<file path="config.mk">
export PLATFORM = sky130hd
export DESIGN_NAME = mem_access_controller_flat
export DESIGN_NICKNAME = d
export VERILOG_FILES = /design/src/rtl/mem_access_controller_if.sv /design/src/rtl/mem_access_controller.sv /design/src/flat_wrapper.sv
export SDC_FILE = /design/constraint.sdc
export NUM_CORES = 1
export LEC_CHECK = 0
export ABC_AREA = 1
export CAP_MARGIN = 20
export CORE_MARGIN = 4
export CORE_UTILIZATION = 30
export DETAILED_ROUTE_END_ITERATION = 16
export SLEW_MARGIN = 20
export SYNTH_ARGS = -nofsm -noshare
export SYNTH_HDL_FRONTEND = slang
export SYNTH_SLANG_ARGS = --single-unit
</file>
<file path="constraint.sdc">
create_clock -name clk -period 7.1 [get_ports clk]
set_clock_uncertainty 0.1 [all_clocks]
set_input_delay 1.775 -clock clk [delete_from_list [all_inputs] [get_ports clk]]
set_output_delay 1.775 -clock clk [all_outputs]
set_load 0.1 [all_outputs]
</file>
<file path="src/rtl/mem_access_controller_if.sv">
// Pipeline-side request/response bundle for the data memory sequencer.
// The master is the MEM stage and the slave is the controller.
interface mem_access_controller_if;
    logic        req_valid;
    logic        req_ready;
    logic        mem_read;
    logic        mem_write;
    logic [1:0]  load_mode;
    logic [31:0] address;
    logic [31:0] write_data;
    logic [31:0] read_data;
    logic        done;
    logic        error;
    logic        stall;

    modport master (
        output req_valid, mem_read, mem_write,
        output load_mode, address, write_data,
        input  req_ready, read_data, done, error, stall
    );

    modport slave (
        input  req_valid, mem_read, mem_write,
        input  load_mode, address, write_data,
        output req_ready, read_data, done, error, stall
    );
endinterface

</file>
<file path="src/rtl/mem_access_controller.sv">
// Byte-serial load/store sequencer between the MEM stage and a byte RAM.
// Big-endian byte order; illegal requests complete with error and no access.
module mem_access_controller #(
    parameter int unsigned MEM_BYTES = 4000
) (
    input  logic                     clk,
    input  logic                     rst_n,
    mem_access_controller_if.slave   bus,
    output logic [31:0]              ram_addr_o,
    output logic                     ram_we_o,
    output logic [7:0]               ram_wdata_o,
    input  logic [7:0]               ram_rdata_i
);

    localparam logic [1:0] S_IDLE   = 2'd0;
    localparam logic [1:0] S_ACCESS = 2'd1;
    localparam logic [1:0] S_DONE   = 2'd2;

    localparam logic [32:0] LAST_ADDR = 33'(MEM_BYTES - 1);

    logic [1:0]  state_q, state_d;
    logic [1:0]  cnt_q, cnt_d;
    logic [31:0] addr_q, addr_d;
    logic [31:0] wdata_q, wdata_d;
    logic [1:0]  mode_q, mode_d;
    logic        load_q, load_d;
    logic [23:0] acc_q, acc_d;
    logic [31:0] rdata_q, rdata_d;
    logic        err_q, err_d;

    logic        accept;
    logic        req_word;
    logic [32:0] req_end;
    logic        req_bad;
    logic        req_nop;
    logic [1:0]  last_cnt;
    logic [7:0]  store_byte;
    logic [31:0] full;

    assign accept   = bus.req_valid && (state_q == S_IDLE);
    assign req_word = !bus.mem_read || (bus.load_mode == 2'b00);
    // 33-bit sum so an address near 2^32 cannot wrap into range
    assign req_end  = {1'b0, bus.address}
                    + (req_word ? 33'd3 : 33'd1);
    assign req_nop  = !bus.mem_read && !bus.mem_write;
    assign req_bad  = (bus.mem_read && bus.mem_write)
                   || (bus.mem_read && bus.load_mode == 2'b11)
                   || (!req_nop && req_end > LAST_ADDR);

    assign last_cnt = (load_q && mode_q != 2'b00) ? 2'd1 : 2'd3;
    assign full     = {acc_q, ram_rdata_i};

    // Select the store byte, MSB first
    always_comb begin
        store_byte = wdata_q[7:0];
        unique case (cnt_q)
            2'd0:    store_byte = wdata_q[31:24];
            2'd1:    store_byte = wdata_q[23:16];
            2'd2:    store_byte = wdata_q[15:8];
            default: store_byte = wdata_q[7:0];
        endcase
    end

    // Sequencer next state, datapath and RAM drive
    always_comb begin
        state_d     = state_q;
        cnt_d       = cnt_q;
        addr_d      = addr_q;
        wdata_d     = wdata_q;
        mode_d      = mode_q;
        load_d      = load_q;
        acc_d       = acc_q;
        rdata_d     = rdata_q;
        err_d       = err_q;
        ram_addr_o  = 32'd0;
        ram_we_o    = 1'b0;
        ram_wdata_o = 8'd0;
        unique case (state_q)
            S_IDLE: begin
                if (accept) begin
                    addr_d  = bus.address;
                    wdata_d = bus.write_data;
                    mode_d  = bus.load_mode;
                    load_d  = bus.mem_read;
                    cnt_d   = 2'd0;
                    acc_d   = 24'd0;
                    if (req_bad) begin
                        err_d   = 1'b1;
                        state_d = S_DONE;
                    end else if (req_nop) begin
                        err_d   = 1'b0;
                        state_d = S_DONE;
                    end else begin
                        state_d = S_ACCESS;
                    end
                end
            end
            S_ACCESS: begin
                ram_addr_o = addr_q + 32'(cnt_q);
                if (!load_q) begin
                    ram_we_o    = 1'b1;
                    ram_wdata_o = store_byte;
                end
                acc_d = full[23:0];
                cnt_d = cnt_q + 2'd1;
                if (cnt_q == last_cnt) begin
                    err_d   = 1'b0;
                    state_d = S_DONE;
                    if (load_q) begin
                        unique case (mode_q)
                            2'b00: rdata_d = full;
                            2'b01: rdata_d = {{16{full[15]}},
                                              full[15:0]};
                            default: rdata_d = {16'h0, full[15:0]};
                        endcase
                    end
                end
            end
            S_DONE:  state_d = S_IDLE;
            default: state_d = S_IDLE;
        endcase
    end

    // State registers
    always_ff @(posedge clk or negedge rst_n) begin
        if (!rst_n) begin
            state_q <= S_IDLE;
            cnt_q   <= 2'd0;
            addr_q  <= 32'd0;
            wdata_q <= 32'd0;
            mode_q  <= 2'd0;
            load_q  <= 1'b0;
            acc_q   <= 24'd0;
            rdata_q <= 32'd0;
            err_q   <= 1'b0;
        end else begin
            state_q <= state_d;
            cnt_q   <= cnt_d;
            addr_q  <= addr_d;
            wdata_q <= wdata_d;
            mode_q  <= mode_d;
            load_q  <= load_d;
            acc_q   <= acc_d;
            rdata_q <= rdata_d;
            err_q   <= err_d;
        end
    end

    assign bus.req_ready = (state_q == S_IDLE);
    assign bus.done      = (state_q == S_DONE);
    assign bus.stall     = (state_q != S_IDLE);
    assign bus.read_data = rdata_q;
    assign bus.error     = err_q;

endmodule
</file>
<file path="src/flat_wrapper.sv">
// flat-port wrapper written by rule: the top's interface ports become plain ports
module mem_access_controller_flat 
#(
    parameter int unsigned MEM_BYTES = 4000
)
  (clk, rst_n, ram_addr_o, ram_we_o, ram_wdata_o, ram_rdata_i, bus_req_valid, bus_mem_read, bus_mem_write, bus_load_mode, bus_address, bus_write_data, bus_req_ready, bus_read_data, bus_done, bus_error, bus_stall);
  mem_access_controller_if bus_i ();
  input  logic clk;
  input  logic rst_n;
  output logic [31:0] ram_addr_o;
  output logic ram_we_o;
  output logic [7:0] ram_wdata_o;
  input  logic [7:0] ram_rdata_i;
  input wire logic [$bits(bus_i.req_valid)-1:0] bus_req_valid;
  input wire logic [$bits(bus_i.mem_read)-1:0] bus_mem_read;
  input wire logic [$bits(bus_i.mem_write)-1:0] bus_mem_write;
  input wire logic [$bits(bus_i.load_mode)-1:0] bus_load_mode;
  input wire logic [$bits(bus_i.address)-1:0] bus_address;
  input wire logic [$bits(bus_i.write_data)-1:0] bus_write_data;
  output wire logic [$bits(bus_i.req_ready)-1:0] bus_req_ready;
  output wire logic [$bits(bus_i.read_data)-1:0] bus_read_data;
  output wire logic [$bits(bus_i.done)-1:0] bus_done;
  output wire logic [$bits(bus_i.error)-1:0] bus_error;
  output wire logic [$bits(bus_i.stall)-1:0] bus_stall;
  assign bus_i.req_valid = bus_req_valid;
  assign bus_i.mem_read = bus_mem_read;
  assign bus_i.mem_write = bus_mem_write;
  assign bus_i.load_mode = bus_load_mode;
  assign bus_i.address = bus_address;
  assign bus_i.write_data = bus_write_data;
  assign bus_req_ready = bus_i.req_ready;
  assign bus_read_data = bus_i.read_data;
  assign bus_done = bus_i.done;
  assign bus_error = bus_i.error;
  assign bus_stall = bus_i.stall;
  mem_access_controller #(.MEM_BYTES(MEM_BYTES)) u_core (.clk(clk), .rst_n(rst_n), .bus(bus_i), .ram_addr_o(ram_addr_o), .ram_we_o(ram_we_o), .ram_wdata_o(ram_wdata_o), .ram_rdata_i(ram_rdata_i));
endmodule
</file>
==> summary.md <==
| Metric | Value |
|---|---|
| Status | finished, final reports clean |
| Die Wd | 164.6 µm |
| R2r worst-path depth | 6 |
| Core Rows | 57 |
| Finished layout cell area | 9806 µm² |
| Finished Layout Cells | 1480 |
| Reg area | 3203 µm² |
| Core ar. | 24250 µm² |
| M2 GR Usage | 24.62% |
| Area of the multi-input gates | 3592 µm² |
| Worst EP arrival | 3890 ps |
| Critical-path cell list | ha_1, fa_1, nand2_1, nor2_2, inv_2, nor2_2, inv_2, nor2_2, nand4_1, nor4_2, nand2_1, inv_1, a21oi_1, nor2_1, clkdlybuf4s50_1 |
| CP startpoint | u_core.cnt_q[0] |
| Post-synth EDFFs | 0 |
| Predominant post-synthesis flop cell | dfrtp_1 |
| Rel. slew slack | 29.95% |
| Post-CTS setup buffers | 0 |
| Area Growth Syn to Fin | 33.30% |
| Met1 Use GR | 23.37% |
| Iter 0 DRT Violations | 470 |
| Ys async rst share | 100.0% |
| Max-Cap Viols | 0 |
| FF-to-FF Start | u_core.state_q[1] |
| Period utilization | 81.23% |
| Clock sinks | 128 |
| FF-to-FF setup slack | 4060 ps |
| GRT Total Usage | 16.43% |
| Cell Area, Synth | 7356 µm² |
| 1st-pass router iterations | 6 |
| Clock transition at path regs | 60 ps |
| Setup violation total in the final timing report | 0 |
| Routability cong. | 0.8564 |
| Critical Path Sink Type | output port |
| Crit Reg-Reg Endpoint | u_core.bus.read_data[24] |
| CTS tree | built |
| P_leak | 0.004375 µW |
| Dpl cell area | 9215 µm² |
| CTS Buf Count | 17 |
| Met3 Use GR | 3.768% |
| Via Count | 6964 |
| Hold Path Class | reg -> reg |
| Die Ht | 164.6 µm |
| Worst-path fanout max | 8 |
| Post-Syn Nets | 1089 |
| Avg Cell Area, Syn | 7.356 µm² |
| Pin slew with the least headroom to its limit | 1047 ps |
| Crit path kind | reg -> out |
| Pwr dens | 284.0 nW/µm² |
| Startpoint type of the worst setup path | flip-flop |
| Clock Tree Buf Depth | 2 |
| Fin. max-slew vios | 0 |
| Vias per inst | 4.705 |
| Die area | 27090 µm² |
| Worst-skew pair later-pin latency | 420 ps |
| # resized after CTS | 0 |
| Sequential fraction of the synthesis area | 43.54% |
| Setup Slack @ Placement | 1736 ps |
| Setup TNS | 0 ps |
| Number of global-route vias before repair | 6607 |
| Yosys reg bits | 128 |
| Critical Path RT | 5220 ps |
| Grt ovf | 0 |
| DRC Markers | 0 |
| Final setup margin | 1333 ps |
| Clock H-tree levels | 4 |
| Pin count of the biggest net entering global routing | 74 |
| Worst vdd ir | 0.2294 mV |
| Post-detailed-route count of antenna-violating nets | 0 |
| Cell taking the most area after synthesis | dfrtp_1 |
| Port Buffers | 155 |
| Cells after DPL | 1450 |
| Nets | 1234 |
| RSZ-0062 raised after global routing | false |
| Top-area cell type share of the netlist area | 43.54% |
| Grt peak-use layer | met2 |
| Worst Setup EP | ram_addr_o[30] |
| Top post-synthesis cells by count | 324 x nand2_1, 128 x dfrtp_1, 111 x inv_1, 94 x nor2_1, 75 x o21ai_0 |
| Syn Inst Count | 1000 |
| Initial antenna violation count | 0 |
| Critical path's most frequent cell | nor2_2 |
| N_diodes | 0 |
| Final Hold Violating Endpoints | 0 |
| First-pass GRT wire length | 34.99 mm |
| Post-synth cell types | 40 |
| Root Buffer | clkbuf_16 |
| Synth top area cells | dfrtp_1 44%, nand2_1 17%, inv_1 5.7%, o21ai_0 5.1%, nor2_1 4.8% |
| Fin crit period | 5767 ps |
| F_max | 173.4 MHz |
| CP max stage delay | 1140 ps |
| Starting Density | 30.34% |
| Share of cells above drive strength 1 | 7.785% |
| Worst path slowest cell | clkdlybuf4s50_1 |
| Most common cell in the netlist | nand2_1 |
| Fill cells | 2517 |
| Routed WL | 22.19 mm |
| Boundary Pins | 156 |
| Wire per inst | 14.99 µm |
| Synth Warn # | 0 |
| Detailed Place HPWL | 17.11 mm |
| Hold_buf cts | 0 |
[critical path: cells and delay by family (launching register included)]
family          cells  cell delay [ps]
flops               1              460
buf+inv             4             1370
compound gates      1               70
simple gates        8             1130
fa+ha+maj           2              440
[flip-flops by register name, summed over array words and instances (netlist names)]
name                  cells
u_core.state_q            2
u_core.cnt_q              2
u_core.bus.error          1
u_core.load_q             1
u_core.bus.read_data     32
u_core.wdata_q           32
u_core.mode_q             2
u_core.addr_q            32
u_core.acc_q             24
[through the flow]
step	power [µW]	util, %	hold slack (ps)
CTS	2800	40.43	374.8
global placement	1905	38.00	356.2
global route	2957	40.44	394.9
detailed placement	1914	38.00	358.6
finish	2785	40.44	372.3
floorplan	1628	-	336.6
[power by group]
group / internal, µW / total [µW] / switching, µW
clock network: 552 / 876 / 324
logic: 230 / 781 / 551
registers: 938 / 1130 / 190
total: 1720 / 2780 / 1060
[cells in the final DEF, fill, tap and decap left out, types with 12 or more instances in the layout]
master,n
nand2_1,323
clkdlybuf4s50_1,154
dfrtp_1,128
inv_1,111
nor2_1,93
o21ai_0,75
nand3_1,31
nor3_1,29
o22ai_1,24
a21oi_1,21
clkbuf_16,17
mux2_2,16
xor2_1,15
nor2_2,12
nand4_1,12
[metal layers]
metal  wire [µm]  up-vias  part of all wire, %
met5           0        -                    0
met4         510        0                  2.3
met3        1268       30                  5.7
met2        9851      205                   44
met1       10560     3232                   48
li1            -     3497                    -
[how the worst min path moves through the flow]
stage / startpoint / to / slack, ps / cells after the start
after floorplan: u_core.wdata_q[0] / u_core.wdata_q[0] / 340 / 2
after global placement: u_core.wdata_q[21] / u_core.wdata_q[21] / 360 / 2
after detailed placement: u_core.wdata_q[15] / u_core.wdata_q[15] / 360 / 2
after CTS: u_core.wdata_q[15] / u_core.wdata_q[15] / 370 / 2
after global routing: u_core.wdata_q[13] / u_core.wdata_q[13] / 390 / 2
final: u_core.wdata_q[24] / u_core.wdata_q[24] / 370 / 2
[final cells by class]
cell class                      count  area share (%)
Clock buffer                       19           4.415
Clock inverter                     11           1.595
Inverter                          118           4.530
Multi-Input combinational cell    722           36.63
Sequential cell                   128           32.67
Tap cell                          324           4.134
Timing Repair Buffer              158           16.03
[cell families (layout without fill, tap and decap cells)]
family | count (synthesis) | count (layout) | synth area share [%]
AOI/OAI and AO/OA | 146 | 146 | 10.77
xor gates and xnor gates | 19 | 19 | 2.262
adders and majority gates | 10 | 10 | 1.905
buffers and inverters | 150 | 306 | 7.756
DFF | 128 | 128 | 43.54
muxes | 16 | 16 | 2.449
and+or+nand+nor | 531 | 531 | 31.32
No activity file was read; power rests on OpenSTA's default activity.
